==> src/rtl/sting_reg_pkg.sv <==
// sting register map: word indices, bit positions and byte-merge helper.
// Shared by the AXI4-Lite slave and the register file.
package sting_reg_pkg;

  localparam int IDX_W = 6;
  typedef logic [IDX_W-1:0] idx_t;

  localparam idx_t IDX_CTRL   = 6'h00;
  localparam idx_t IDX_MODE   = 6'h01;
  localparam idx_t IDX_IXSIZE = 6'h02;
  localparam idx_t IDX_IYSIZE = 6'h03;
  localparam idx_t IDX_ISADR  = 6'h04;
  localparam idx_t IDX_IFSIZE = 6'h05;
  localparam idx_t IDX_WSADR1 = 6'h06;
  localparam idx_t IDX_WSADR2 = 6'h07;
  localparam idx_t IDX_OSADR  = 6'h08;
  localparam idx_t IDX_OXSIZE = 6'h09;
  localparam idx_t IDX_OFSIZE = 6'h0A;
  localparam idx_t IDX_LRELU  = 6'h0B;
  localparam idx_t IDX_FNSIZE = 6'h0C;
  localparam idx_t IDX_STATUS = 6'h0D;

  localparam int CTRL_RESET = 0;
  localparam int CTRL_RUN   = 1;
  localparam int MODE_DIV   = 0;
  localparam int MODE_BN    = 1;
  localparam int MODE_LRELU = 2;
  localparam int ST_DONE    = 0;
  localparam int ST_IRQEN   = 1;

  localparam logic [31:0] RST_VAL = 32'h0;

  typedef enum logic [1:0] {
    RESP_OKAY = 2'b00
  } resp_e;

  function automatic logic [31:0] wmerge(
    input logic [31:0] cur,
    input logic [31:0] d,
    input logic [3:0]  s
  );
    logic [31:0] r;
    for (int i = 0; i < 4; i++)
      r[8*i +: 8] = s[i] ? d[8*i +: 8] : cur[8*i +: 8];
    return r;
  endfunction

endpackage

==> src/rtl/sting_axil_slave.sv <==
// AXI4-Lite handshake front end: one write and one read in flight.
// Emits a single-cycle wr_en once both AW and W are captured.
module sting_axil_slave
  import sting_reg_pkg::*;
#(
  parameter int ADDR_W = 8,
  parameter int DATA_W = 32
) (
  input  logic                aclk,
  input  logic                aresetn,
  input  logic [ADDR_W-1:0]   s_axi_awaddr,
  input  logic                s_axi_awvalid,
  output logic                s_axi_awready,
  input  logic [DATA_W-1:0]   s_axi_wdata,
  input  logic [DATA_W/8-1:0] s_axi_wstrb,
  input  logic                s_axi_wvalid,
  output logic                s_axi_wready,
  output logic [1:0]          s_axi_bresp,
  output logic                s_axi_bvalid,
  input  logic                s_axi_bready,
  input  logic [ADDR_W-1:0]   s_axi_araddr,
  input  logic                s_axi_arvalid,
  output logic                s_axi_arready,
  output logic [DATA_W-1:0]   s_axi_rdata,
  output logic [1:0]          s_axi_rresp,
  output logic                s_axi_rvalid,
  input  logic                s_axi_rready,
  output logic                wr_en,
  output idx_t                wr_idx,
  output logic [DATA_W-1:0]   wr_data,
  output logic [DATA_W/8-1:0] wr_strb,
  output logic                rd_en,
  output idx_t                rd_idx,
  input  logic [DATA_W-1:0]   rd_data
);

  logic aw_full;
  logic w_full;
  logic unused_lsb;

  assign unused_lsb = ^{s_axi_awaddr[1:0], s_axi_araddr[1:0]};

  assign s_axi_awready = !aw_full && !s_axi_bvalid;
  assign s_axi_wready  = !w_full && !s_axi_bvalid;
  assign s_axi_arready = !s_axi_rvalid;
  assign s_axi_bresp   = RESP_OKAY;
  assign s_axi_rresp   = RESP_OKAY;

  assign wr_en  = aw_full && w_full;
  assign rd_en  = s_axi_arvalid && s_axi_arready;
  assign rd_idx = s_axi_araddr[IDX_W+1:2];

  always_ff @(posedge aclk or negedge aresetn) begin
    if (!aresetn) begin
      aw_full      <= 1'b0;
      w_full       <= 1'b0;
      wr_idx       <= '0;
      wr_data      <= '0;
      wr_strb      <= '0;
      s_axi_bvalid <= 1'b0;
      s_axi_rvalid <= 1'b0;
      s_axi_rdata  <= '0;
    end else begin
      if (s_axi_awvalid && s_axi_awready) begin
        aw_full <= 1'b1;
        wr_idx  <= s_axi_awaddr[IDX_W+1:2];
      end else if (wr_en) begin
        aw_full <= 1'b0;
      end
      if (s_axi_wvalid && s_axi_wready) begin
        w_full  <= 1'b1;
        wr_data <= s_axi_wdata;
        wr_strb <= s_axi_wstrb;
      end else if (wr_en) begin
        w_full <= 1'b0;
      end
      if (wr_en)
        s_axi_bvalid <= 1'b1;
      else if (s_axi_bready)
        s_axi_bvalid <= 1'b0;
      if (rd_en) begin
        s_axi_rvalid <= 1'b1;
        s_axi_rdata  <= rd_data;
      end else if (s_axi_rready) begin
        s_axi_rvalid <= 1'b0;
      end
    end
  end

endmodule

==> src/rtl/sting_axi_regs.sv <==
// sting layer configuration register file behind an AXI4-Lite slave.
// Holds geometry/address config, run/reset pulses and the done interrupt.
module sting_axi_regs
  import sting_reg_pkg::*;
#(
  parameter int ADDR_W = 8,
  parameter int DATA_W = 32
) (
  input  logic                aclk,
  input  logic                aresetn,
  input  logic [ADDR_W-1:0]   s_axi_awaddr,
  input  logic                s_axi_awvalid,
  output logic                s_axi_awready,
  input  logic [DATA_W-1:0]   s_axi_wdata,
  input  logic [DATA_W/8-1:0] s_axi_wstrb,
  input  logic                s_axi_wvalid,
  output logic                s_axi_wready,
  output logic [1:0]          s_axi_bresp,
  output logic                s_axi_bvalid,
  input  logic                s_axi_bready,
  input  logic [ADDR_W-1:0]   s_axi_araddr,
  input  logic                s_axi_arvalid,
  output logic                s_axi_arready,
  output logic [DATA_W-1:0]   s_axi_rdata,
  output logic [1:0]          s_axi_rresp,
  output logic                s_axi_rvalid,
  input  logic                s_axi_rready,
  input  logic                core_done,
  output logic                soft_reset,
  output logic                run,
  output logic                mode_divmode,
  output logic                mode_bnen,
  output logic                mode_lreluen,
  output logic [15:0]         reg_axi_rd_input_xsize,
  output logic [15:0]         reg_axi_rd_input_ysize,
  output logic [31:0]         reg_axi_rd_input_start_adr,
  output logic [31:0]         reg_axi_rd_input_fsize,
  output logic [31:0]         reg_axi_rd_weight_start_adr1,
  output logic [31:0]         reg_axi_rd_weight_start_adr2,
  output logic [31:0]         reg_axi_rw_output_start_adr,
  output logic [15:0]         reg_axi_rw_output_xsize,
  output logic [15:0]         reg_axi_rw_output_fsize,
  output logic [15:0]         reg_fsize,
  output logic [15:0]         reg_nsize,
  output logic [31:0]         reg_leaky_relu,
  output logic                irq
);

  logic        wr_en;
  logic        rd_en;
  idx_t        wr_idx;
  idx_t        rd_idx;
  logic [31:0] wr_data;
  logic [3:0]  wr_strb;
  logic [31:0] rd_data;
  logic [31:0] wval;
  logic        done;
  logic        irqen;
  logic        done_clr;

  sting_axil_slave #(.ADDR_W(ADDR_W), .DATA_W(DATA_W)) u_slave (
    .aclk, .aresetn,
    .s_axi_awaddr, .s_axi_awvalid, .s_axi_awready,
    .s_axi_wdata, .s_axi_wstrb, .s_axi_wvalid, .s_axi_wready,
    .s_axi_bresp, .s_axi_bvalid, .s_axi_bready,
    .s_axi_araddr, .s_axi_arvalid, .s_axi_arready,
    .s_axi_rdata, .s_axi_rresp, .s_axi_rvalid, .s_axi_rready,
    .wr_en, .wr_idx, .wr_data, .wr_strb,
    .rd_en, .rd_idx, .rd_data
  );

  function automatic logic [31:0] rd_mux(input idx_t i);
    logic [31:0] r;
    r = '0;
    case (i)
      IDX_MODE:   r = {29'b0, mode_lreluen, mode_bnen, mode_divmode};
      IDX_IXSIZE: r = {16'b0, reg_axi_rd_input_xsize};
      IDX_IYSIZE: r = {16'b0, reg_axi_rd_input_ysize};
      IDX_ISADR:  r = reg_axi_rd_input_start_adr;
      IDX_IFSIZE: r = reg_axi_rd_input_fsize;
      IDX_WSADR1: r = reg_axi_rd_weight_start_adr1;
      IDX_WSADR2: r = reg_axi_rd_weight_start_adr2;
      IDX_OSADR:  r = reg_axi_rw_output_start_adr;
      IDX_OXSIZE: r = {16'b0, reg_axi_rw_output_xsize};
      IDX_OFSIZE: r = {16'b0, reg_axi_rw_output_fsize};
      IDX_LRELU:  r = reg_leaky_relu;
      IDX_FNSIZE: r = {reg_fsize, reg_nsize};
      IDX_STATUS: r = {30'b0, irqen, done};
      default:    r = '0;
    endcase
    return r;
  endfunction

  // Byte strobes merge against the current value, so partial writes keep the rest.
  assign rd_data  = rd_mux(rd_idx);
  assign wval     = wmerge(rd_mux(wr_idx), wr_data, wr_strb);
  assign done_clr = wr_en && wr_idx == IDX_STATUS
                 && wr_strb[0] && wr_data[ST_DONE];
  assign irq      = done && irqen;

  always_ff @(posedge aclk or negedge aresetn) begin
    if (!aresetn) begin
      soft_reset                   <= 1'b0;
      run                          <= 1'b0;
      mode_divmode                 <= 1'b0;
      mode_bnen                    <= 1'b0;
      mode_lreluen                 <= 1'b0;
      reg_axi_rd_input_xsize       <= RST_VAL[15:0];
      reg_axi_rd_input_ysize       <= RST_VAL[15:0];
      reg_axi_rd_input_start_adr   <= RST_VAL;
      reg_axi_rd_input_fsize       <= RST_VAL;
      reg_axi_rd_weight_start_adr1 <= RST_VAL;
      reg_axi_rd_weight_start_adr2 <= RST_VAL;
      reg_axi_rw_output_start_adr  <= RST_VAL;
      reg_axi_rw_output_xsize      <= RST_VAL[15:0];
      reg_axi_rw_output_fsize      <= RST_VAL[15:0];
      reg_leaky_relu               <= RST_VAL;
      reg_fsize                    <= RST_VAL[15:0];
      reg_nsize                    <= RST_VAL[15:0];
      irqen                        <= 1'b0;
      done                         <= 1'b0;
    end else begin
      soft_reset <= wr_en && wr_idx == IDX_CTRL && wval[CTRL_RESET];
      run        <= wr_en && wr_idx == IDX_CTRL && wval[CTRL_RUN];
      if (wr_en) begin
        case (wr_idx)
          IDX_MODE: begin
            mode_divmode <= wval[MODE_DIV];
            mode_bnen    <= wval[MODE_BN];
            mode_lreluen <= wval[MODE_LRELU];
          end
          IDX_IXSIZE: reg_axi_rd_input_xsize       <= wval[15:0];
          IDX_IYSIZE: reg_axi_rd_input_ysize       <= wval[15:0];
          IDX_ISADR:  reg_axi_rd_input_start_adr   <= wval;
          IDX_IFSIZE: reg_axi_rd_input_fsize       <= wval;
          IDX_WSADR1: reg_axi_rd_weight_start_adr1 <= wval;
          IDX_WSADR2: reg_axi_rd_weight_start_adr2 <= wval;
          IDX_OSADR:  reg_axi_rw_output_start_adr  <= wval;
          IDX_OXSIZE: reg_axi_rw_output_xsize      <= wval[15:0];
          IDX_OFSIZE: reg_axi_rw_output_fsize      <= wval[15:0];
          IDX_LRELU:  reg_leaky_relu               <= wval;
          IDX_FNSIZE: begin
            reg_fsize <= wval[31:16];
            reg_nsize <= wval[15:0];
          end
          IDX_STATUS: irqen <= wval[ST_IRQEN];
          default: ;
        endcase
      end
      // A completion in the same cycle as a clear must not be lost.
      if (core_done)
        done <= 1'b1;
      else if (done_clr)
        done <= 1'b0;
    end
  end

endmodule

==> config.mk <==
export PLATFORM = sky130hd
export DESIGN_NAME = sting_axi_regs
export DESIGN_NICKNAME = d
export VERILOG_FILES = /design/src/rtl/sting_reg_pkg.sv /design/src/rtl/sting_axil_slave.sv /design/src/rtl/sting_axi_regs.sv
export SDC_FILE = /design/constraint.sdc
export NUM_CORES = 1
export LEC_CHECK = 0
export ABC_AREA = 1
export BUFFER_PORTS_ARGS = -buffer_cell sky130_fd_sc_hd__buf_2
export CORE_ASPECT_RATIO = 0.75
export CORE_MARGIN = 1.5
export CORE_UTILIZATION = 40
export CTS_CLUSTER_DIAMETER = 120
export DETAILED_ROUTE_END_ITERATION = 12
export GPL_TIMING_DRIVEN = 0
export PLACE_DENSITY = 0.72
export SYNTH_ARGS = -nofsm -noshare
export SYNTH_HDL_FRONTEND = slang
export SYNTH_SLANG_ARGS = --single-unit
export TNS_END_PERCENT = 1
==> constraint.sdc <==
create_clock -name aclk -period 5.9 [get_ports aclk]
set_clock_uncertainty 0.15 [all_clocks]
set_input_delay 1.18 -clock aclk [delete_from_list [all_inputs] [get_ports aclk]]
set_output_delay 1.18 -clock aclk [all_outputs]
set_load 0.02 [all_outputs]
==> flow_summary.json, run 1 <==
{
  "synthCells": 2631,
  "drt_pass1_iterations": 9,
  "fillCellCount": 4661,
  "hold_path_depth": 2,
  "postPlaceCellArea_sq_um": 21680,
  "async_reset_ff_frac": 1.000,
  "synth_area_leader_cell": "dfrtp_1",
  "synth_area_leaders": "dfrtp_1 (50%), nand2_1 (29%), nor2_1 (3.5%)",
  "postCtsSetupBuffers": 0,
  "coreArea_sq_um": 46200,
  "dr.first_iter.drc_count": 2959,
  "cp.arrival_ns": 4.32,
  "slew_viol_final": 0,
  "ctsHoldBuffers": 0,
  "rows": 68,
  "cp_top_family": "simple AND/OR/NAND/NOR gates",
  "synthToLayoutAreaGrowth_pct": 22.04,
  "regArea_sq_um": 9334,
  "path_buf_inv": 4,
  "worstHoldStart": "u_slave.s_axi_rdata[30]",
  "endpoint_kind": "flip-flop",
  "rr_startpoint": "u_slave.wr_idx[5]",
  "reg2reg_depth": 8,
  "synth-warning-count": 0,
  "cp-start-kind": "input port",
  "cts_tree": "built",
  "cts_buffers": 41,
  "powerDensity_nw_per_um2": 367.7,
  "period_share": 0.6744,
  "leakage_nw": 13.03,
  "numClockSinks": 373,
  "peakVddDrop_mv": 0.1833,
  "die_w_um": 253.5,
  "final_cell_area_sq_um": 22980,
  "synth_ff_type": "dfrtp_1",
  "crit_type": "in -> reg",
  "yosysSeqAreaShare": 0.4957,
  "r2r_slack_ns": 2.34,
  "hold_viol": 0,
  "cts.clk_slew.worst_paths_ns": 0.06,
  "dieHeight_um": 190.9,
  "post_cts_resized": 0,
  "drc": 0,
  "critPathRequiredTime_ns": 6.24,
  "slew_headroom": 0.08929,
  "place_ws_ns": 1.647,
  "port-buffer-count": 386,
  "ant_nets": 0,
  "globalRoute.totalOverflow": 0,
  "synthDistinctLibCells": 33,
  "crit_chain": "buf_2, nor2_1, buf_2, nand3_1, inv_1, buf_2, a22oi_1, nand3_1, o21ai_0, nand2_1",
  "wl_per_cell_um": 24.28,
  "first_global_vias": 18710,
  "fin_nets": 3127,
  "initial_utilization": 0.4075,
  "drive_gt1_frac": 0.1824,
  "syn_area_sq_um": 18830,
  "status": "finished clean",
  "antenna_found_initial": 5,
  "finalSetupViolCount": 0,
  "gp_congestion": 1.001,
  "dp_hpwl_um": 63710,
  "min_period_ns": 3.979,
  "die_area_sq_um": 48390,
  "synth_top_area_frac": 0.4957,
  "clock_latency_ns": 0.56,
  "max_stage_delay_ns": 0.79,
  "grtUsageTotal": 0.3696,
  "layout_setup_ws_ns": 1.921,
  "worst-path-max-fanout": 10,
  "cap_viol_max_count": 0,
  "cp_slowest_cell": "nand3_1",
  "finalSetupTns_ns": 0,
  "multi_input_area_sq_um": 8324,
  "cts_max_level": 2,
  "vias": 20490,
  "syn_area_per_cell_sq_um": 7.156,
  "synth_edf_count": 0,
  "rsz0062_at_grt": "false",
  "grt_pass1_wl_um": 128700,
  "ios": 395,
  "via_per_inst": 5.491,
  "clockRootBuffer": "clkbuf_16",
  "fmax_ghz": 0.2513,
  "r2r-end": "reg_axi_rd_input_fsize[9]",
  "crit_top_cell": "buf_2",
  "ys_ff_latch": 373,
  "tightestPinTransition_ns": 1.366,
  "drt-total-wl_um": 90630,
  "min_to": "u_slave.s_axi_rdata[30]",
  "grt_max_degree": 88,
  "min_path_type": "reg -> reg",
  "clk_path_buf_depth": 3
}
## cell type report
class                   count  share of cell area
clock buffers              58             0.05233
well taps                 630             0.03430
multi-input cells        1981              0.3623
flip-flops and latches    373              0.4062
repair buffers            390             0.08930
inverters                 154             0.02516
diodes                      5           0.0005445
plain buffers             126             0.02625
clock inverters            15            0.003648
## synthesized netlist by cell type (all sizes together) (7+ instances only)
cell,number
buf,65
a21oi,42
o22ai,18
o21ai,98
mux2,32
a22oi,37
inv,149
nand4,14
a211oi,7
nand3,60
nand2,1458
dfrtp,373
clkbuf,61
nor2,190
## routing by layer
| metal | up-vias | part of all wire | wire length (um) | GRT usage |
|---|---|---|---|---|
| met2 | 1558 | 0.40 | 36450 | 0.5125 |
| met3 | 275 | 0.15 | 13720 | 0.1545 |
| met5 | - | 0 | 0 | 0 |
| met4 | 0 | 0.048 | 4340 | 0.1566 |
| met1 | 9647 | 0.40 | 36120 | 0.5029 |
| li1 | 9013 | - | - | - |
## where the power goes
part           total [mW]  internal, mW  switching [mW]
registers            3.47          3.00           0.467
clock network        2.54          1.42            1.12
logic                2.44         0.693            1.75
total                8.45          5.12            3.33
## kinds of logic (layout without fill, tap and decap cells)
family | after synthesis | in the layout | synth area share
mux | 32 | 32 | 0.01914
other cells | 1 | 9 | 0.0001992
compound gates | 218 | 218 | 0.06798
buf+inv | 280 | 743 | 0.06273
flops | 373 | 373 | 0.4957
simple gates | 1727 | 1727 | 0.3542
## stage by stage
step / util / hold slack, ns / instances / total power, mW
global route: 0.4973 / 0.3432 / 3731 / 8.745
floorplan: - / 0.3293 / 2634 / 4.799
CTS: 0.4971 / 0.3269 / 3727 / 8.380
global placement: 0.4667 / 0.3097 / 3650 / 5.849
finish: 0.4974 / 0.3219 / 3732 / 8.449
detailed placement: 0.4693 / 0.3122 / 3654 / 5.884
## placed cells by master (no fill, tap or decap), types with 7 or more instances in the layout
cell / count
a211oi_1: 7
dfrtp_1: 373
o22ai_1: 18
a22oi_1: 37
mux2_2: 32
nand3_1: 60
nand4_1: 14
clkbuf_16: 43
buf_4: 23
buf_2: 420
o21ai_0: 96
clkbuf_8: 7
nor2_2: 10
a21oi_1: 42
buf_1: 7
nor2_1: 175
clkbuf_1: 69
inv_1: 145
clkinv_2: 12
nand2_1: 1457
## worst max path at each step
stage / depth (start not counted) / end / slack (ns) / from
after global routing: 10 / u_slave.s_axi_rdata[25] / 1.96 / s_axi_araddr[7]
after global placement: 1 / u_slave.wr_data[2] / -3.97 / aresetn
after detailed placement: 10 / u_slave.s_axi_rdata[25] / 1.65 / s_axi_araddr[7]
after CTS: 10 / u_slave.s_axi_rdata[25] / 2.22 / s_axi_araddr[7]
final: 10 / u_slave.s_axi_rdata[25] / 1.92 / s_axi_araddr[7]
after floorplan: 9 / u_slave.s_axi_rdata[30] / 3.29 / s_axi_araddr[7]
## registers in the layout, summed over array words and instances (netlist names), 32 cells and up
name,cells
reg_axi_rd_input_fsize,32
reg_axi_rd_input_start_adr,32
reg_axi_rd_weight_start_adr1,32
reg_axi_rd_weight_start_adr2,32
reg_axi_rw_output_start_adr,32
reg_leaky_relu,32
u_slave.s_axi_rdata,32
u_slave.wr_data,32
## tightest hold or removal path, stage by stage (launching register included)
cell and delay (ns):
dfrtp_1 0.34, nand2_1 0.05, nand2_1 0.05
No activity file was read; power rests on OpenSTA's default activity.
==> run 2, diff against run 1 <==
--- a/config.mk
+++ b/config.mk
@@ -5,7 +5,7 @@
 export SDC_FILE = /design/constraint.sdc
 export NUM_CORES = 1
 export LEC_CHECK = 0
-export ABC_AREA = 1
+export ABC_AREA = 0
 export BUFFER_PORTS_ARGS = -buffer_cell sky130_fd_sc_hd__buf_2
 export CORE_ASPECT_RATIO = 0.75
 export CORE_MARGIN = 1.5
@@ -13,7 +13,7 @@
 export CTS_CLUSTER_DIAMETER = 120
 export DETAILED_ROUTE_END_ITERATION = 12
 export GPL_TIMING_DRIVEN = 0
-export PLACE_DENSITY = 0.72
+export PLACE_DENSITY = 0.73
 export SYNTH_ARGS = -nofsm -noshare
 export SYNTH_HDL_FRONTEND = slang
 export SYNTH_SLANG_ARGS = --single-unit
==> constraint.sdc (replaced) <==
create_clock -name aclk -period 3.74 [get_ports aclk]
set_clock_uncertainty 0.15 [all_clocks]
set_input_delay 0.748 -clock aclk [delete_from_list [all_inputs] [get_ports aclk]]
set_output_delay 0.748 -clock aclk [all_outputs]
set_load 0.02 [all_outputs]
==> run 2 against run 1 <==
Net effect:
- via count shrank 9.8%
- total power grew 120%
- sequential share of layout area grew 0.95 points
- largest power group is now combinational cells
- sequential power grew 100%
- critical endpoint is now reg_axi_rd_weight_start_adr1[21]
- register-to-register slack lost 2.2 ns
==> flow_summary.json, run 2 <==
{
  "cts.clk_slew.worst_paths_ns": 0.06,
  "dp_hpwl_um": 64540,
  "synth_common_cells": "dfrtp_1 (373), nand2_1 (187), o21ai_0 (142)",
  "ys_ff_latch": 373,
  "cap_viol_max_count": 0,
  "synthDistinctLibCells": 71,
  "final_cell_area_sq_um": 22450,
  "numClockSinks": 373,
  "status": "finished clean",
  "syn_area_per_cell_sq_um": 10.55,
  "ctsHoldBuffers": 1,
  "peakVddDrop_mv": 0.3998,
  "synthToLayoutAreaGrowth_pct": 22.50,
  "grtUsageTotal": 0.3736,
  "grt_max_degree": 120,
  "post_cts_resized": 0,
  "wl_per_cell_um": 32.30,
  "hold_viol": 0,
  "ant_nets": 0,
  "clk_path_buf_depth": 3,
  "dieHeight_um": 188.4,
  "crit_top_cell": "nand2_1",
  "place_inst": 2711,
  "gp_congestion": 0.9899,
  "p_total_mw": 18.88,
  "clockRootBuffer": "clkbuf_16",
  "synth.most_common_cell": "dfrtp_1",
  "rows": 67,
  "clock_latency_ns": 0.57,
  "postCtsSetupBuffers": 0,
  "synth_top_area_frac": 0.5092,
  "synth_area_leader_cell": "dfrtp_1",
  "synth_edf_count": 0,
  "cp-start-kind": "flip-flop",
  "worst-path-max-fanout": 10,
  "powerDensity_nw_per_um2": 841.0,
  "rsz0062_at_grt": "false",
  "fmax_ghz": 0.2770,
  "period_share": 0.9652,
  "coreArea_sq_um": 44930,
  "drt-total-wl_um": 89940,
  "p_seq_frac": 0.368,
  "synth_area_leaders": "dfrtp_1 (51%), mux2_2 (7.2%), o21ai_0 (3.9%)",
  "globalRoute.totalOverflow": 0,
  "max_stage_delay_ns": 1.00,
  "slew_headroom": 0.1853,
  "antenna_found_initial": 4,
  "fin_nets": 2228,
  "dr.first_iter.drc_count": 2679,
  "synthCells": 1737,
  "layout_commonest_cell": "buf_2",
  "switching_share": 0.4546,
  "cp.arrival_ns": 3.87,
  "timing.hold.ws_ns": 0.2289,
  "min_period_ns": 3.610,
  "final_cell_count_no_fill": 2784,
  "via_per_inst": 6.639,
  "synth-warning-count": 0,
  "port-buffer-count": 382,
  "endpoint_kind": "flip-flop",
  "postPlaceCellArea_sq_um": 21080,
  "comb_power_share": 0.408,
  "grt_pass1_wl_um": 127500,
  "die_area_sq_um": 47130,
  "cp_slowest_cell": "nor4b_2",
  "initial_utilization": 0.4079,
  "syn_area_sq_um": 18330,
  "tightestPinTransition_ns": 1.222,
  "drt_pass1_iterations": 8,
  "mostFrequentLayoutCells": "buf_2 (425), dfrtp_1 (373), nand2_1 (187), o21ai_0 (142)",
  "slew_viol_final": 0,
  "cts_max_level": 2,
  "synth_ff_type": "dfrtp_1",
  "finalSetupViolCount": 0,
  "ios": 395,
  "cts_buffers": 40,
  "die_w_um": 250.2,
  "drive_gt1_frac": 0.3157,
  "finish.utilization": 0.4997,
  "crit_type": "reg -> reg",
  "vias": 18480,
  "leakage_nw": 10.69,
  "power_frac_clock": 0.224,
  "crit_chain": "buf_6, nor4b_2, buf_4, buf_2, nand2_1, clkbuf_1, nand2_1, o21ai_0",
  "yosysSeqAreaShare": 0.5092,
  "p_switching_mw": 8.585,
  "first_global_vias": 17600,
  "critPathRequiredTime_ns": 4.00,
  "intPower_mw": 10.30,
  "min_path_type": "in -> reg",
  "async_reset_ff_frac": 1.000,
  "drc": 0,
  "cts_tree": "built"
}
## run 2: per-stage QoR
step | setup TNS [ns] | worst slack, ns
6_report | 0 | 0.1303
5_1_grt | 0 | 0.04212
4_1_cts | 0 | 0.3034
3_5_place_dp | -0.4210 | -0.09210
3_3_place_gp | -2000.23 | -5.402
2_1_floorplan | 0 | 1.228
## run 2: routing by layer
metal	track usage	part of all wire	vias to the layer above
met5	0.01122	0.00060	-
met1	0.5054	0.38	9184
li1	-	-	7342
met4	0.1723	0.054	2
met3	0.1478	0.15	340
met2	0.5221	0.41	1615
## run 2: cell type report
| type | instances | area, sq um |
|---|---|---|
| diodes | 3 | 7.507 |
| plain buffers | 164 | 854.6 |
| clock buffers | 54 | 1135 |
| clock inverters | 15 | 222.7 |
| fillers | 4148 | 22480 |
| inverters | 7 | 26.28 |
| multi-input cells | 1196 | 8125 |
| flip-flops and latches | 373 | 9334 |
| well taps | 586 | 733.2 |
| repair buffers | 386 | 2014 |
## run 2: cell families after synthesis
family                 share of synthesized area
AOI/OAI and AO/OA                         0.2008
and+or+nand+nor                           0.1171
DFF                                       0.5092
muxes                                     0.1246
buffers and inverters                    0.04806
other                                  0.0002046
## run 2: worst max-delay path, delay by kind of cell (launching register included)
kind | cells | cell delay [ns]
AND/OR/NAND/NOR | 3 | 1.36
flip-flops | 1 | 0.39
AO/OA/AOI/OAI | 1 | 0.10
buffers and inverters | 4 | 1.43
## run 2: path summary, 6_finish.rpt
path / depth (start not counted) / end / slack [ns] / start
worst max register to register: 8 / reg_axi_rd_weight_start_adr1[21] / 0.13 / u_slave.wr_idx[5]
worst min-delay path: 2 / u_slave.s_axi_bvalid / 0.23 / s_axi_bready
worst min register to register: 1 / u_slave.s_axi_rdata[29] / 0.35 / u_slave.s_axi_rdata[29]
worst max-delay path: 8 / reg_axi_rd_weight_start_adr1[21] / 0.13 / u_slave.wr_idx[5]
max in group asynchronous: 4 / reg_axi_rd_input_xsize[13] / 1.41 / aresetn
min in group asynchronous: 2 / u_slave.wr_data[24] / 0.53 / aresetn
## run 2: power groups by stage
| stage | combinational (mW) | clock [mW] | sequential, mW |
|---|---|---|---|
| 2_1_floorplan | 3.45 | 0 | 7.48 |
| 3_3_place_gp | 7.35 | 0 | 6.85 |
| 3_5_place_dp | 7.49 | 0 | 6.89 |
| 4_1_cts | 7.51 | 4.21 | 6.83 |
| 5_1_grt | 8.06 | 4.39 | 7.02 |
| 6_report | 7.71 | 4.23 | 6.94 |
